**src/rtl/program_counter.sv**
```systemverilog
// Program counter for the 8-bit processor: selects increment, jump, branch, call and return,
// with a small return-address stack and an INIT/RUN/HALT control FSM.
//
// state  | meaning
// INIT   | out of reset, waiting for the first clock edge; PC not yet valid
// RUN    | fetching; PC updates every unstalled cycle
// HALT   | stopped by halt request or stack error; waits for resume
module program_counter #(
  parameter int ADDR_W      = 8,
  parameter int RESET_ADDR  = 0,
  parameter int STACK_DEPTH = 4
) (
  input  logic              clk,
  input  logic              rst_n,
  input  logic [ADDR_W-1:0] next_addr_in,
  input  logic              stall,
  input  logic              jump,
  input  logic              branch,
  input  logic              branch_taken,
  input  logic              call,
  input  logic              ret,
  input  logic [ADDR_W-1:0] target_addr,
  input  logic              halt,
  input  logic              resume,
  output logic [ADDR_W-1:0] pc_out,
  output logic              pc_valid,
  output logic              halted,
  output logic              stack_overflow,
  output logic              stack_underflow
);

  localparam int IDX_W = $clog2(STACK_DEPTH);
  localparam int SP_W  = IDX_W + 1;

  localparam logic [1:0] S_INIT = 2'd0;
  localparam logic [1:0] S_RUN  = 2'd1;
  localparam logic [1:0] S_HALT = 2'd2;

  logic [1:0]        r_state;
  logic [ADDR_W-1:0] r_pc;
  logic [SP_W-1:0]   r_sp;
  logic              r_valid;
  logic              r_halted;
  logic              r_ovf;
  logic              r_unf;
  logic [ADDR_W-1:0] r_stack [STACK_DEPTH];

  logic [1:0]        w_state_nxt;
  logic [ADDR_W-1:0] w_pc_nxt;
  logic [SP_W-1:0]   w_sp_nxt;
  logic              w_ovf_nxt;
  logic              w_unf_nxt;
  logic              w_push;
  logic              w_full;
  logic              w_empty;
  logic [IDX_W-1:0]  w_push_idx;
  logic [IDX_W-1:0]  w_top_idx;

  assign w_full     = (r_sp == SP_W'(STACK_DEPTH));
  assign w_empty    = (r_sp == '0);
  assign w_push_idx = r_sp[IDX_W-1:0];
  // When full the low bits wrap to 0, so subtracting one still lands on the top entry.
  assign w_top_idx  = r_sp[IDX_W-1:0] - IDX_W'(1);

  always_comb begin
    w_state_nxt = r_state;
    w_pc_nxt    = r_pc;
    w_sp_nxt    = r_sp;
    w_ovf_nxt   = r_ovf;
    w_unf_nxt   = r_unf;
    w_push      = 1'b0;
    if (!stall) begin
      case (r_state)
        S_INIT: w_state_nxt = S_RUN;
        S_RUN: begin
          if (halt) begin
            w_state_nxt = S_HALT;
          end else if (ret) begin
            if (w_empty) begin
              w_unf_nxt   = 1'b1;
              w_state_nxt = S_HALT;
            end else begin
              w_pc_nxt = r_stack[w_top_idx];
              w_sp_nxt = r_sp - SP_W'(1);
            end
          end else if (call) begin
            if (w_full) begin
              w_ovf_nxt   = 1'b1;
              w_state_nxt = S_HALT;
            end else begin
              w_push   = 1'b1;
              w_pc_nxt = target_addr;
              w_sp_nxt = r_sp + SP_W'(1);
            end
          end else if (jump || (branch && branch_taken)) begin
            w_pc_nxt = target_addr;
          end else begin
            w_pc_nxt = next_addr_in;
          end
        end
        S_HALT: begin
          if (resume) begin
            w_ovf_nxt   = 1'b0;
            w_unf_nxt   = 1'b0;
            w_state_nxt = S_RUN;
          end
        end
        default: w_state_nxt = S_INIT;
      endcase
    end
  end

  always_ff @(posedge clk or negedge rst_n) begin
    if (!rst_n) begin
      r_state  <= S_INIT;
      r_pc     <= ADDR_W'(RESET_ADDR);
      r_sp     <= '0;
      r_valid  <= 1'b0;
      r_halted <= 1'b0;
      r_ovf    <= 1'b0;
      r_unf    <= 1'b0;
    end else begin
      r_state  <= w_state_nxt;
      r_pc     <= w_pc_nxt;
      r_sp     <= w_sp_nxt;
      r_valid  <= (w_state_nxt == S_RUN);
      r_halted <= (w_state_nxt == S_HALT);
      r_ovf    <= w_ovf_nxt;
      r_unf    <= w_unf_nxt;
    end
  end

  // Stack storage is deliberately left out of reset; only the pointer matters.
  always_ff @(posedge clk) begin
    if (w_push) begin
      r_stack[w_push_idx] <= next_addr_in;
    end
  end

  assign pc_out          = r_pc;
  assign pc_valid        = r_valid;
  assign halted          = r_halted;
  assign stack_overflow  = r_ovf;
  assign stack_underflow = r_unf;

endmodule
```
**config.mk**
```make
export PLATFORM = sky130hd
export DESIGN_NAME = program_counter
export DESIGN_NICKNAME = d
export VERILOG_FILES = /design/src/rtl/program_counter.sv
export SDC_FILE = /design/constraint.sdc
export NUM_CORES = 1
export LEC_CHECK = 0
export ABC_AREA = 1
export CORE_MARGIN = 1.5
export CORE_UTILIZATION = 53
export CTS_CLUSTER_DIAMETER = 30
export CTS_CLUSTER_SIZE = 24
export DETAILED_ROUTE_END_ITERATION = 8
export GPL_ROUTABILITY_DRIVEN = 0
export PLACE_DENSITY = 0.91
export SYNTH_ARGS = -nofsm -noshare
export SYNTH_HDL_FRONTEND = slang
export SYNTH_SLANG_ARGS = --single-unit
```
**constraint.sdc**
```tcl
create_clock -name clk -period 2.5 [get_ports clk]
set_input_delay 0.375 -clock clk [delete_from_list [all_inputs] [get_ports clk]]
set_output_delay 0.375 -clock clk [all_outputs]
set_load 0.02 [all_outputs]
```
==> flow_metrics.env <==
export IMPL_grt_max_degree=21
export IMPL_worstPathRequired_ns=2.53
export IMPL_cts_buffers=5
export IMPL_ant_nets=0
export IMPL_synth_area_per_cell_sq_um=9.12
export IMPL_hold_buffers=0
export IMPL_cts_resized=0
export IMPL_cts_tree="built"
export IMPL_core_rowCount=24
export IMPL_cts_sinks=49
export IMPL_synth_fp_nets=294
export IMPL_crit_path_end="r_stack[1][3]"
export IMPL_end_kind="flop"
export IMPL_layout_common_cells="97 x nand2_1, 37 x clkdlybuf4s50_1, 35 x nand3_1"
export IMPL_synth_seq_area_share_pct=57.8
export IMPL_preCtsSetupSlack_ns=0.269
export IMPL_syn_area_sq_um=2400
export IMPL_ys_warn_count=0
export IMPL_insertedDiodeCount=0
export IMPL_hold_viol=0
export IMPL_wire_per_inst_um=13.9
export IMPL_synthAdderAreaFrac_pct=2.92
export IMPL_layout_commonest_cell="nand2_1"
export IMPL_synth_compound_area_share_pct=2.45
export IMPL_port_buffer_count=37
export IMPL_die_area_sq_um=4940
export IMPL_crit_start="stall"
export IMPL_hold_slack_ns=0.492
export IMPL_cts_root_buf="clkbuf_8"
export IMPL_p_leak_nw=1.32
export IMPL_slew_headroom_pct=50.8
export IMPL_max_cap_violations=0
export IMPL_syn_inst=263
export IMPL_rrSetupSlack_ns=0.59
export IMPL_cts_htree_levels=2
export IMPL_worstRegToRegCells=6
export IMPL_cts_buffer_depth=2
export IMPL_tightest_slew_ns=0.735
export IMPL_initial_core_util_pct=55.1
export IMPL_r2r_end="r_stack[1][3]"
export IMPL_fin_worst_skew_ns=0.00566
export IMPL_track_usage_pct=21.0
export IMPL_via_per_inst=5.17
export IMPL_synthSimpleGateAreaFrac_pct=28.3
export IMPL_wirelength_um=5030
export IMPL_ys_ff_latch=49
export IMPL_hpwl_um=3880
export IMPL_timing_fmax_mhz=503
export IMPL_synth_top_family_by_area="simple AND/OR/NAND/NOR gates"
export IMPL_grt_pass1_wl_um=7840
export IMPL_vias=1866
export IMPL_worst_setup_path_start_kind="input pin"
export IMPL_r2r_start="r_sp[0]"
export IMPL_pin_count=38
export IMPL_grt_overflow_total=0
export IMPL_crit_type="in2reg"
export IMPL_worstPathArrival_ns=2.01
export IMPL_clk_latency_ns=0.31
export IMPL_die_x_um=70.3
export IMPL_ir_drop_uv=445
export IMPL_post_cts_buffers=0
export IMPL_grt_setup_unrepaired="no"
export IMPL_period_minus_slack_ns=1.99
export IMPL_clk_pin_slew_worst_paths_ns=0.09
export IMPL_first_pass_iters=4
export IMPL_hold_path_class="reg2reg"
export IMPL_status="completed"
export IMPL_drive_gt1_share_pct=9.71
export IMPL_utilization_pct=67.3
export IMPL_setup_viol=0
export IMPL_power_density_nw_per_um2=920
export IMPL_fin_crit_sh_pct=79.5
export IMPL_antenna_found_initial=0
export IMPL_grt_pass1_vias=1700
export IMPL_synth_xor_area_share_pct=1.09
export IMPL_area_delta_synth_final_pct=22.1
export IMPL_drc=0
export IMPL_crit_fanout=5
export IMPL_ys_types=27
export IMPL_muxShareOfSynthArea_pct=0
export IMPL_setup_tns_ns=0
export IMPL_coreArea_sq_um=4350
export IMPL_drtIter0Drc=169
export IMPL_dieHeight_um=70.3
export IMPL_total_power_mw=2.69
export IMPL_finalWorstSetupSlack_ns=0.514
export IMPL_drv_slew=0
export IMPL_nets=339
## registers in the layout (all words and copies together), names as in the netlist
| name | flops |
|---|---|
| halted | 1 |
| r_state | 2 |
| stack_overflow | 1 |
| pc_valid | 1 |
| r_stack | 32 |
| r_sp | 3 |
| pc_out | 8 |
| stack_underflow | 1 |
## worst min path at each step
stage	cells after the start	from	slack [ns]	to
after floorplan	0	rst_n	0.08	halted
after global placement	2	pc_out[1]	0.46	pc_out[1]
after detailed placement	2	pc_out[7]	0.47	pc_out[7]
after CTS	2	pc_out[7]	0.49	pc_out[7]
after global routing	2	pc_out[7]	0.52	pc_out[7]
final	2	pc_out[6]	0.49	pc_out[6]
## stage by stage
step	instance area [sq um]	cells
floorplan	2400	263
detailed placement	2840	353
CTS	2930	361
global route	2930	361
global placement	2840	353
finish	2930	361
## Yosys cell counts
cell type	n	area share [%]
o21ai_0	4	0.83
nand2_1	97	15
nor3_4	1	0.68
nand3_2	1	0.42
nor3_2	1	0.42
buf_2	1	0.21
a21oi_2	1	0.37
nor2_1	9	1.4
xnor2_1	1	0.37
inv_4	1	0.26
clkinv_1	1	0.16
o21ai_1	5	1.0
edfxtp_1	32	40
nand3_1	35	7.3
nand3_4	1	0.73
buf_4	3	0.94
nand2_2	6	1.6
a21oi_1	1	0.21
fa_1	1	0.83
inv_2	4	0.63
inv_1	31	4.8
dfrtp_1	17	18
nand3b_1	1	0.31
nor2_2	1	0.26
buf_6	1	0.47
ha_1	4	2.1
xor2_1	2	0.73
## logic make-up after synthesis
kind of cell	count (synthesis)
XOR/XNOR	3
AO/OA/AOI/OAI	11
buffers and inverters	42
AND/OR/NAND/NOR	153
adder cells (fa/ha/maj)	5
flip-flops	49
## cell type report
type | count | area [sq um]
Fill cell | 320 | 1430
Timing Repair Buffer | 43 | 415
Sequential cell | 49 | 1390
Multi-Input combinational cell | 172 | 833
Tap cell | 52 | 65.1
Clock inverter | 2 | 15.0
Inverter | 37 | 141
Clock buffer | 6 | 72.6
## worst max-delay path, stage by stage
cell	delay [ns]
clkdlybuf4s50_1	0.50
inv_1	0.16
nand2_1	0.10
nor2_1	0.16
nand3_1	0.22
nor2_1	0.30
buf_4	0.20
## power by group
| group | internal (mW) | switching [mW] |
|---|---|---|
| combinational | 0.461 | 0.698 |
| sequential | 0.992 | 0.0867 |
| clock | 0.197 | 0.259 |
| total | 1.65 | 1.04 |
## metal layers
metal,part of all wire [%],vias up,track usage [%]
met1,41,846,24.6
met3,6.1,12,6.35
met5,0,-,0
met2,51,77,36.0
li1,-,931,-
met4,2.5,0,8.55
(Power assumes the default switching activity.)
